--- config.mk ---
export PLATFORM = sky130hd
export DESIGN_NAME = sd_resp
export DESIGN_NICKNAME = d
export VERILOG_FILES = /design/src/rtl/sd_resp.sv
export SDC_FILE = /design/constraint.sdc
export NUM_CORES = 1
export LEC_CHECK = 0
export ABC_AREA = 1
export CAP_MARGIN = 0
export CORE_UTILIZATION = 50
export CTS_CLUSTER_DIAMETER = 100
export CTS_CLUSTER_SIZE = 24
export DETAILED_ROUTE_END_ITERATION = 12
export PLACE_DENSITY_LB_ADDON = 0.05
export SETUP_SLACK_MARGIN = 0.05
export SYNTH_ARGS = -nofsm -noshare
export SYNTH_HDL_FRONTEND = slang
export SYNTH_SLANG_ARGS = --single-unit
--- constraint.sdc ---
create_clock -name clk -period 3.93 [get_ports clk]
set_input_delay 1.179 -clock clk [delete_from_list [all_inputs] [get_ports clk]]
set_output_delay 1.179 -clock clk [all_outputs]
set_load 0.1 [all_outputs]
--- src/rtl/sd_resp.sv ---
// SD card SPI-mode response receiver.
// Waits for the card's start bit on DO (bounded by TIMEOUT samples), then
// shifts in an 8-bit R1 or a 40-bit R3/R7 response MSB first. Partial bits
// build up in a shadow shift register; the visible R1/data outputs only
// change when the block enters DONE.
module sd_resp #(
    parameter int TIMEOUT = 64
) (
    input  logic        clk,
    input  logic        reset,
    input  logic        isStart,
    input  logic        isLong,
    input  logic        DO,
    output logic        isBusy,
    output logic        isFinish,
    output logic        isTimeout,
    output logic [7:0]  R1,
    output logic [31:0] data
);

    // Wide enough to hold TIMEOUT itself, so the counter never wraps.
    localparam int WCNT_W = $clog2(TIMEOUT + 1);
    localparam logic [WCNT_W-1:0] WCNT_LAST = WCNT_W'(TIMEOUT);

    typedef enum logic [1:0] {
        IDLE = 2'd0,
        WAIT = 2'd1,
        RECV = 2'd2,
        DONE = 2'd3
    } state_t;

    state_t             state_q;
    logic               long_q;
    logic [WCNT_W-1:0]  wcnt_q;
    logic [5:0]         bcnt_q;
    logic [38:0]        shift_q;
    logic               busy_q;
    logic               finish_q;
    logic               timeout_q;
    logic [7:0]         r1_q;
    logic [31:0]        data_q;

    logic [WCNT_W-1:0]  wcnt_d;
    logic [5:0]         bcnt_d;
    logic [39:0]        shift_d;
    logic [5:0]         last_bit;

    // Incremented counters, the shift register with the current DO bit
    // appended, and the bit count at which the response is complete.
    always_comb begin
        wcnt_d   = wcnt_q + 1'b1;
        bcnt_d   = bcnt_q + 1'b1;
        shift_d  = {shift_q, DO};
        last_bit = long_q ? 6'd40 : 6'd8;
    end

    // Capture FSM; all outputs are registered alongside the state.
    always_ff @(posedge clk or posedge reset) begin
        if (reset) begin
            state_q   <= IDLE;
            long_q    <= 1'b0;
            wcnt_q    <= '0;
            bcnt_q    <= '0;
            shift_q   <= '0;
            busy_q    <= 1'b0;
            finish_q  <= 1'b0;
            timeout_q <= 1'b0;
            r1_q      <= 8'hFF;
            data_q    <= 32'h0;
        end else begin
            case (state_q)
                IDLE: begin
                    if (isStart) begin
                        // Response length is frozen here for the whole capture.
                        long_q  <= isLong;
                        wcnt_q  <= '0;
                        bcnt_q  <= '0;
                        shift_q <= '0;
                        busy_q  <= 1'b1;
                        state_q <= WAIT;
                    end
                end
                WAIT: begin
                    if (!DO) begin
                        // Start bit doubles as R1 bit 7; it wins even on the
                        // final allowed sample.
                        shift_q <= shift_d[38:0];
                        bcnt_q  <= 6'd1;
                        state_q <= RECV;
                    end else begin
                        wcnt_q <= wcnt_d;
                        if (wcnt_d == WCNT_LAST) begin
                            // No response: report 0xFF, keep previous data.
                            r1_q      <= 8'hFF;
                            timeout_q <= 1'b1;
                            busy_q    <= 1'b0;
                            finish_q  <= 1'b1;
                            state_q   <= DONE;
                        end
                    end
                end
                RECV: begin
                    shift_q <= shift_d[38:0];
                    bcnt_q  <= bcnt_d;
                    if (bcnt_d == last_bit) begin
                        if (long_q) begin
                            r1_q   <= shift_d[39:32];
                            data_q <= shift_d[31:0];
                        end else begin
                            r1_q   <= shift_d[7:0];
                        end
                        timeout_q <= 1'b0;
                        busy_q    <= 1'b0;
                        finish_q  <= 1'b1;
                        state_q   <= DONE;
                    end
                end
                DONE: begin
                    // Hold the result until the requester drops isStart.
                    if (!isStart) begin
                        finish_q <= 1'b0;
                        state_q  <= IDLE;
                    end
                end
                default: begin
                    busy_q   <= 1'b0;
                    finish_q <= 1'b0;
                    state_q  <= IDLE;
                end
            endcase
        end
    end

    assign isBusy    = busy_q;
    assign isFinish  = finish_q;
    assign isTimeout = timeout_q;
    assign R1        = r1_q;
    assign data      = data_q;

endmodule

# Yosys cells after proc, flatten, opt, wreduce, memory -nomap -nowiden
# Cells that the tools add are included.
[word_totals]
register_bits = 98
output_inout_bits = 43
in_bits = 5
elab_cells = 69
[classes]
muxes = 32
n_eq_ne = 12
n_reduce_logical = 13
n_addsub = 2
[op_table]
columns = ["op", "count"]
rows = [
  ["case mux 39 bit (3 select lines)", 1],
  ["two-way mux 39 bit", 2],
  ["two-way mux 8 bit", 4],
  ["two-way mux 6 bit", 3],
  ["case mux 6 bit (3 select lines)", 1],
  ["case mux 8 bit (2 select lines)", 1],
  ["two-way mux 7 bit", 2],
  ["case mux 7 bit (2 select lines)", 1],
  ["inequality test 2 bit, second input constant", 6],
  ["two-way mux 2 bit", 5],
  ["AND reduction 5 bit", 2],
  ["AND reduction 3 bit", 3],
  ["two-way mux 1 bit", 8],
  ["case mux 2 bit (4 select lines)", 1],
  ["AND reduction 4 bit", 2],
  ["adder 7 x 1 -> 7 bit, second input constant", 1],
  ["equality test 7 bit, second input constant", 1],
  ["adder 6 x 1 -> 6 bit, second input constant", 1],
  ["equality test 6 bit", 1],
  ["case mux 1 bit (3 select lines)", 2],
  ["nonzero test 3 bit", 2],
  ["equality test 2 bit, second input constant", 2],
  ["nonzero test 2 bit", 2],
  ["inequality test 3 bit, second input constant", 1],
  ["other kinds (4)", 4],
]

# Longest topological paths before layout
# Gate-level depths: netlist of the first run.
[logic_depth]
depth_word = 5
mapped_depth = 11
ltp_nobuf = 11

# Worst setup path before layout of the first run
# OpenSTA, ideal clock, no wires.
[synth_path]
path_type = "input port to flip-flop"
startpoint = "in isStart"
endpoint = "reg shift_q[10]"
path_stages = 6
setup_ns = 0.134
arrival_time_ns = 2.091
t_required_ns = 3.796
slack_ns = 1.705
path_buffers = 1
path_cell_list = "or2_2 -> nand2_1 -> nor2_4 -> nand2_1 -> buf_2 -> o32ai_1"
[synth_between]
elab_chain_cells = 2
[synth_lines]
columns = ["element", "line", "rtl"]
rows = [
  ["start: declaration", "11", "input logic isStart,"],
  ["inequality test 2 bit (no source line)", "n/a", ""],
  ["AND reduction 3 bit (no source line)", "n/a", ""],
  ["end signal: assignment", "87", "shift_q <= shift_d[38:0];"],
  ["end signal: assignment", "103", "shift_q <= shift_d[38:0];"],
  ["end: declaration", "36", "logic [38:0] shift_q;"],
]
# Every way passes these cells.
# A chain may end at the register's enable or synchronous reset.

# Worst setup path after layout of the first run
[layout_path]
startpoint = "reg data_q[14], in the netlist data[14]"
endpoint = "out data[14]"
[layout_rtl]
columns = ["element", "line", "rtl"]
rows = [
  ["start: declaration", "41", "logic [31:0] data_q;"],
  ["start signal: assignment", "108", "data_q <= shift_d[31:0];"],
  ["end: declaration", "18", "output logic [31:0] data"],
]
# No word-level cell between the ends.

==> summary.md, run 1 <==
| Metric | Value |
|---|---|
| Result of the run | finished, final reports clean |
| Mux share of post-synthesis cell area | 0 |
| Detailed Place HPWL | 5790 um |
| RSZ-0062 raised after global routing | false |
| Final min period | 3.06 ns |
| Num CTS Buffers | 9 |
| Wirelength per Cell | 14.0 um |
| First-pass GRT wire length | 15400 um |
| # clock sinks | 98 |
| Switch share | 0.473 |
| Final Util | 0.594 |
| Most common cell after layout, fill and taps aside | nand2_1 |
| Initial antenna violation count | 0 |
| Final WL | 8670 um |
| TNS Setup | 0 ns |
| Startpoint types | flop |
| Highest Clock Rate | 0.326 GHz |
| Internal power | 1.80 mW |
| Post-DRT Antenna Nets | 0 |
| Finish-stage setup viols | 0 |
| Vias per cell | 5.19 |
| Core region area | 8720 um2 |
| Cell Rows | 34 |
| DR vias | 3220 |
| Layout cells sized above 1 | 0.195 |
| Boundary pin count | 48 |
| Buffers on Ports | 47 |
| Critical-path cell list | clkdlybuf4s50_1 |
| CTS root buffer | clkbuf_8 |
| Pin count of the biggest net entering global routing | 65 |
| Diode count | 0 |
| Worst Hold Class | reg -> reg |
| CP Capture Type | output port |
| Simple-gate share of the synthesized area | 0.177 |
| Synthesized net count | 479 |
| Initial Util | 0.517 |
| Crit-path max cell delay | 1.14 ns |
| Seq/Total Area, Yosys | 0.546 |
| Fin. Hold Viols | 0 |
| Synth Area in Compound Gates | 0.174 |
| Flop pwr share | 0.365 |
| Synth area leaders | dfrtp_1, nand2_1, o21ai_2 |
| Area leader, netlist | dfrtp_1 |
| Synth top area share | 0.500 |
| Pleak | 2.29 nW |
| Total net switching power | 1.62 mW |
| Clk_skew | 0.0108 ns |
| Area delta synth->final | 14.9% |
| Clock latency on the worst-skew pair | 0.36 ns |
| Worst-Margin Slew | 0.973 ns |
| Die height | 96.9 um |
| VDD IR-drop max | 453 uV |
| Adder-cell share of the synthesized area | 0.0167 |
| Mapped Cells | 468 |
| Slew HR | 0.350 |
| CP max FO | 2 |
| Total track usage | 0.203 |
| Worst setup margin | 0.865 ns |
| Vias in the first global route | 3191 |
| Grt total ovfl | 0 |
| H-tree depth | 3 |
| Worst path required time | 2.75 ns |
| Logic pwr share | 0.435 |
| Router iterations before antenna repair | 4 |
| YS warnings | 0 |
| CP arrival | 1.89 ns |
| Post-cts hold buffer count | 0 |
| Die footprint | 9400 um2 |
| Drt drc | 0 |
| Delay-heaviest family, CP | buffers and inverters |
| Buf+Inv Stages, Crit Path | 1 |
| Crit-path slowest cell | clkdlybuf4s50_1 |
| Fin crit share | 0.780 |
| Post-synthesis cell type count | 33 |
| Chip width | 96.9 um |
| CP Class | reg -> out |
| Avg Inst Size Synth | 9.63 um2 |
| # Post-CTS Setup Buffers | 0 |
| Routability cong. | 0.838 |
| Clock power frac | 0.200 |
| DRT iter0 DRCs | 175 |
| Final nets | 518 |
| PD cells | 660 nW/um2 |
| Combinational family with the most area after synthesis | simple AND/OR/NAND/NOR gates |
| R2R setup slack | 1.43 ns |
| CTS resizes | 0 |
| Mapped Area | 4510 um2 |
| Most frequent cells in the layout | nand2_1, dfrtp_1, inv_1, nand3_1, clkdlybuf4s50_1 |
| Maxcap violations | 0 |
| CTS Buffer Depth | 2 |
| Clk pin slew, worst setup/hold paths | 0.10 ns |
| CTS tree | done |
| Seq cells post-synth | 98 |
| Xor and xnor area share after synthesis | 0.00194 |
| Slew Limit Fails | 0 |
| Pre-CTS setup slack | 1.00 ns |
[cells by family (layout without fill, tap and decap cells)]
kind of cell             after synthesis  in the layout
adder cells (fa/ha/maj)                6              6
XOR/XNOR                               1              1
buffers and inverters                 82            126
AO/OA/AOI/OAI                        112            112
AND/OR/NAND/NOR                      169            169
flip-flops                            98             98
[synthesized netlist by cell type, drive strengths merged]
cell,instances
nand3,47
or2,1
o21ai,67
nor2,12
buf,16
o21bai,1
clkinv,1
inv,58
o211ai,1
clkbuf,7
a21oi,17
xnor2,1
ha,6
o31ai,3
dfrtp,90
dfstp,8
nand2,105
nand4,3
o32ai,15
nand3b,1
o22ai,7
o21a,1
[stage by stage]
step / instances / hold slack, ns / power [mW] / area (um2)
global placement: 604 / 0.453 / 2.74 / 4970
detailed placement: 604 / 0.455 / 2.76 / 4970
CTS: 620 / 0.470 / 3.45 / 5180
global route: 620 / 0.490 / 3.65 / 5180
finish: 620 / 0.469 / 3.42 / 5180
floorplan: 468 / 0.452 / 2.48 / 4510
[per-layer routing]
layer | global-route usage | vias to the layer above | routed length [um]
li1 | - | 1631 | -
met1 | 0.285 | 1535 | 4250
met4 | 0.0792 | 0 | 133
met5 | 0 | - | 0
met2 | 0.319 | 46 | 4060
met3 | 0.0296 | 8 | 220
[area by class of cell]
class,count,area (um2)
multi-input cells,288,1670
clock inverters,6,73.8
well taps,108,135
repair buffers,51,480
clock buffers,10,138
flip-flops and latches,98,2460
fillers,783,3540
inverters,59,224
[power groups by stage]
stage	combinational, mW	clock (mW)	sequential, mW
4_1_cts	1.50	0.702	1.25
3_3_place_gp	1.48	0	1.26
3_5_place_dp	1.49	0	1.27
5_1_grt	1.65	0.741	1.26
2_1_floorplan	0.813	0	1.66
6_report	1.49	0.684	1.25
[final timing paths]
| path | depth (start not counted) | from | endpoint |
|---|---|---|---|
| max in group asynchronous | 3 | reset | state_q[1] |
| hold / removal | 2 | R1[0] | R1[0] |
| hold reg to reg | 2 | R1[0] | R1[0] |
| setup reg to reg | 9 | bcnt_q[1] | data[25] |
| setup / recovery | 1 | data[14] | data[14] |
| min in group asynchronous | 2 | reset | data[19] |
[flip-flops by register name (all words and copies together) (netlist names)]
register   count
isBusy         1
isFinish       1
state_q        2
bcnt_q         6
R1             8
wcnt_q         7
data          32
shift_q       39
isTimeout      1
long_q         1
(Power assumes the default switching activity.)
==> run 2: changes to the inputs <==
==> constraint.sdc (replaced) <==
create_clock -name clk -period 2.96 [get_ports clk]
set_input_delay 0.888 -clock clk [delete_from_list [all_inputs] [get_ports clk]]
set_output_delay 0.888 -clock clk [all_outputs]
set_load 0.1 [all_outputs]
==> run 2 against run 1 <==
  * Critical path depth grew 6
  * Clock power rose by 29%
  * Die area unchanged
  * First-iteration DRC count down 26%
  * Register-to-register slack lost 0.98 ns
  * Largest cell class unchanged
  * Sequential cell count unchanged
  * Sequential power is 32% higher
  * Hold slack worse by 0.00074 ns
==> summary.md, run 2 (synthesized netlist as in run 1, its figures left out) <==
| Metric | Value |
|---|---|
| CTS Buffer Depth | 2 |
| Metal3 WL | 325 um |
| Initial Util | 0.517 |
| Most common cell after layout, fill and taps aside | nand2_1 |
| # clock sinks | 98 |
| Wirelength per Cell | 13.9 um |
| Largest register by flop count | shift_q |
| Pin count of the biggest net entering global routing | 59 |
| Final hold slack | 0.468 ns |
| Maxcap violations | 0 |
| DR vias | 3273 |
| Layout cells sized above 1 | 0.257 |
| RSZ-0062 raised after global routing | false |
| Worst setup margin | 0.448 ns |
| Fin. Hold Viols | 0 |
| Pre-CTS setup slack | 0.267 ns |
| Cell Rows | 34 |
| Result of the run | finished, final reports clean |
| Final WL | 8680 um |
| PD cells | 885 nW/um2 |
| Total track usage | 0.196 |
| Startpoint types | flop |
| Chip width | 96.9 um |
| CP max FO | 17 |
| Final min period | 2.51 ns |
| H-tree depth | 3 |
| DRT iter0 DRCs | 129 |
| Highest metal used | met4 |
| CP arrival | 2.75 ns |
| Clk_skew | 0.0113 ns |
| Core region area | 8720 um2 |
| Area delta synth->final | 14.3% |
| Placed insts | 609 |
| Final Util | 0.591 |
| Dpl cell area | 4940 um2 |
| R2R cell count | 7 |
| Worst path required time | 3.20 ns |
| Highest Clock Rate | 0.398 GHz |
| Num CTS Buffers | 9 |
| Cell Count, Final, Fillers Out | 625 |
| Drt drc | 0 |
| Router iterations before antenna repair | 4 |
| Clock latency on the worst-skew pair | 0.35 ns |
| Vias per cell | 5.24 |
| CTS resizes | 0 |
| Worst Hold Class | reg -> reg |
| CP Class | reg -> reg |
| Post-DRT Antenna Nets | 0 |
| Detailed Place HPWL | 6080 um |
| VDD IR-drop max | 619 uV |
| Boundary pin count | 48 |
| Final nets | 523 |
| Number of flip-flops under the largest register name | 39 |
| Hold Path Stages | 2 |
| Fin crit share | 0.849 |
| # Post-CTS Setup Buffers | 0 |
| R2R setup slack | 0.45 ns |
| HP Start | R1[5] |
| Pleak | 2.38 nW |
| CTS root buffer | clkbuf_8 |
| Most frequent cells in the layout | nand2_1, dfrtp_1, inv_1, buf_4, nand3_1 |
| Grt total ovfl | 0 |
| Worst-Margin Slew | 0.873 ns |
| Initial antenna violation count | 0 |
| First-pass GRT wire length | 15100 um |
| Routability cong. | 0.806 |
| Die height | 96.9 um |
| CP Capture Type | flop |
| Vias in the first global route | 3165 |
| Routed length on met2 | 4000 um |
| Diode count | 0 |
| CTS tree | done |
| Die footprint | 9400 um2 |
| TNS Setup | 0 ns |
| Slew HR | 0.418 |
| Worst r2r src | state_q[0] |
| Finished Cell Area | 5150 um2 |
| Post-cts hold buffer count | 0 |
| Total Power | 4.56 mW |
| Clk pin slew, worst setup/hold paths | 0.09 ns |
| CP Launch Point | state_q[0] |
| Wl on met1 | 4240 um |
| Slew Limit Fails | 0 |
| Finish-stage setup viols | 0 |
| Buffers on Ports | 47 |
| FILL cells | 778 |
run 2: cell types whose count changed in the layout (fill, tap and decap cells not counted), sizes merged:
cell           change
clkdlybuf4s50     -30
inv                -3
clkinvlp           -1
clkinv             +1
clkbuf             +3
buf               +35
run 2: area by class of cell:
class | count | area (um2) | area share
Sequential cell | 98 | 2460 | 0.478
Multi-Input combinational cell | 288 | 1670 | 0.324
Timing Repair Buffer | 56 | 455 | 0.0884
Inverter | 59 | 225 | 0.0437
Clock buffer | 13 | 159 | 0.0308
Tap cell | 108 | 135 | 0.0262
Clock inverter | 3 | 47.5 | 0.00923
run 2: worst paths after layout:
path | end
worst max register to register | bcnt_q[0]
worst max-delay path | bcnt_q[0]
worst min register to register | R1[5]
max in group asynchronous | R1[0]
min in group asynchronous | data[13]
worst min-delay path | R1[5]
run 2: critical path, stage by stage (launching register included):
cell and delay, ns:
dfrtp_1 0.43, inv_1 0.09, ha_1 0.35, nor2_2 0.72
nor2_1 0.32, buf_4 0.29, o211ai_1 0.10, o21ai_0 0.10
run 2: power breakdown:
part           leakage (nW)  total [mW]  internal [mW]  switching [mW]
Combinational         0.957        2.02          0.475            1.55
Clock                 0.104       0.884          0.441           0.442
Sequential             1.32        1.65           1.52           0.130
Total                  2.38        4.56           2.44            2.12
run 2: per-layer routing:
metal,GRT usage,vias to the layer above
met2,0.302,72
met5,0,-
li1,-,1645
met3,0.0318,10
met4,0.0677,0
met1,0.283,1546
==> run 3: changes to the inputs <==
==> constraint.sdc (replaced) <==
create_clock -name clk -period 2.05 [get_ports clk]
set_input_delay 0.615 -clock clk [delete_from_list [all_inputs] [get_ports clk]]
set_output_delay 0.615 -clock clk [all_outputs]
set_load 0.1 [all_outputs]
==> run 3 against run 2 <==
  * Utilization increased by 9.5 points
  * Routed wire length increased by 4.3%
  * Sequential cell count unchanged
  * Worst setup slack got worse by 0.27 ns
  * Clock-buffer cell count decreased by 3
  * Critical path depth increased by 2
  * First-iteration DRC count increased by 40%
  * Combinational power increased by 86%
  * Non-clock buffer count increased by 19
  * Sequential share of layout area decreased by 6.6 points
  * Highest routed layer unchanged
==> summary.md, run 3 (synthesized netlist as in run 1, its figures left out) <==
| Metric | Value |
|---|---|
| Cell mode on critical path | inv_1 |
| Final nets | 542 |
| FILL cells | 678 |
| Worst setup margin | 0.180 ns |
| DR vias | 3380 |
| Die footprint | 9400 um2 |
| Result of the run | finished, final reports clean |
| CTS tree | done |
| Final hold slack | 0.487 ns |
| # clock sinks | 98 |
| PD cells | 1240 nW/um2 |
| Core region area | 8720 um2 |
| Routability cong. | 0.862 |
| Fin. Hold Viols | 0 |
| RSZ-0062 raised after global routing | false |
| Grt total ovfl | 0 |
| Vias in the first global route | 3318 |
| Router iterations before antenna repair | 4 |
| Worst Hold Class | reg -> reg |
| Wirelength per Cell | 14.1 um |
| Post-DRT Antenna Nets | 0 |
| Register area | 2460 um2 |
| Largest register by flop count | shift_q |
| Die height | 96.9 um |
| Placed insts | 622 |
| Finish-stage setup viols | 0 |
| Maxcap violations | 0 |
| Cell Count, Final, Fillers Out | 644 |
| Pre-CTS setup slack | -0.0977 ns |
| Num CTS Buffers | 9 |
| Worst path required time | 2.31 ns |
| CTS Buffer Depth | 2 |
| Slew HR | 0.705 |
| Pin count of the biggest net entering global routing | 65 |
| CP arrival | 2.13 ns |
| Initial antenna violation count | 0 |
| Buffers on Ports | 47 |
| VDD IR-drop max | 779 uV |
| CP Capture Type | flop |
| CTS root buffer | clkbuf_8 |
| Slew Limit Fails | 0 |
| Crit-path slowest cell | dfrtp_1 |
| TNS Setup | 0 ns |
| DRT iter0 DRCs | 180 |
| Fin crit share | 0.912 |
| Layout cells sized above 1 | 0.308 |
| Clk pin slew, worst setup/hold paths | 0.09 ns |
| Vias per cell | 5.25 |
| Most common cell after layout, fill and taps aside | nand2_1 |
| Final WL | 9060 um |
| Initial Util | 0.517 |
| Chip width | 96.9 um |
| CP max FO | 43 |
| Worst-Margin Slew | 0.442 ns |
| Most frequent cells in the layout | nand2_1, dfrtp_1, inv_1, buf_12, nand3_1 |
| H-tree depth | 3 |
| Multi-input gate area in the final layout | 1720 um2 |
| Detailed Place HPWL | 6070 um |
| Drt drc | 0 |
| Diode count | 0 |
| Total track usage | 0.200 |
| Cell Rows | 34 |
| Boundary pin count | 48 |
| Crit-path max cell delay | 0.42 ns |
| Startpoint types | flop |
| Clock latency on the worst-skew pair | 0.36 ns |
| Number of flip-flops under the largest register name | 39 |
| Highest Clock Rate | 0.535 GHz |
| First-pass GRT wire length | 15400 um |
| Pleak | 2.64 nW |
| Final min period | 1.87 ns |
| CP Class | reg -> reg |
| Critical-path cell list | inv_1 -> ha_2 -> inv_1 -> or2_2 -> nand2_1 -> nor2_4 -> buf_12 -> buf_4 -> o32ai_1 |
| Area delta synth->final | 32.7% |
| Clk_skew | 0.00838 ns |
## run 3: worst paths after layout
path,start,to,slack (ns),cells past startpoint
max,state_q[1],shift_q[13],0.18,9
max reg2reg,state_q[1],shift_q[13],0.18,9
min in group asynchronous,reset,shift_q[7],0.60,2
min,R1[4],R1[4],0.49,2
min reg2reg,R1[4],R1[4],0.49,2
max in group asynchronous,reset,data[22],0.88,3
## run 3: layout make-up
| class | instances | share of cell area |
|---|---|---|
| tap | 108 | 0.0226 |
| clock buffer | 10 | 0.0213 |
| clock inverter | 6 | 0.0111 |
| sequential | 98 | 0.412 |
| multi-input combinational | 288 | 0.288 |
| timing repair buffer | 75 | 0.207 |
| inverter | 59 | 0.0377 |
## run 3: worst max-delay path: cells and delay by family (launching register included)
| family | cells | cell delay (ns) |
|---|---|---|
| flops | 1 | 0.42 |
| fa+ha+maj | 1 | 0.19 |
| simple gates | 3 | 0.49 |
| buf+inv | 4 | 0.54 |
| compound gates | 1 | 0.11 |
## run 3: power by group
part | internal (mW) | switching (mW) | total, mW | leakage, nW
clock | 0.570 | 0.685 | 1.25 | 0.101
combinational | 1.40 | 2.36 | 3.76 | 1.23
sequential | 2.21 | 0.214 | 2.42 | 1.32
## run 3: what timing repair did
item / in CTS / in global routing
resized for setup: 0 / 14
hold endpoints to repair: 0 / 0
endpoints found under the setup margin: 0 / 60
buffers inserted: 0 / 5
hold buffers: 0 / 0
## run 3: per-layer routing
metal	wire length [um]	global-route usage	part of all wire
met1	4370	0.277	0.48
met2	4240	0.314	0.47
met3	243	0.0347	0.027
met4	204	0.0804	0.023
met5	0	0	0
## run 3: metrics by stage
| stage | power, mW | util | cell area (um2) |
|---|---|---|---|
| floorplan | 4.75 | - | 4510 |
| global placement | 6.01 | 0.648 | 5660 |
| detailed placement | 6.06 | 0.648 | 5660 |
| CTS | 7.30 | 0.671 | 5850 |
| global route | 7.85 | 0.686 | 5980 |
| finish | 7.43 | 0.686 | 5980 |
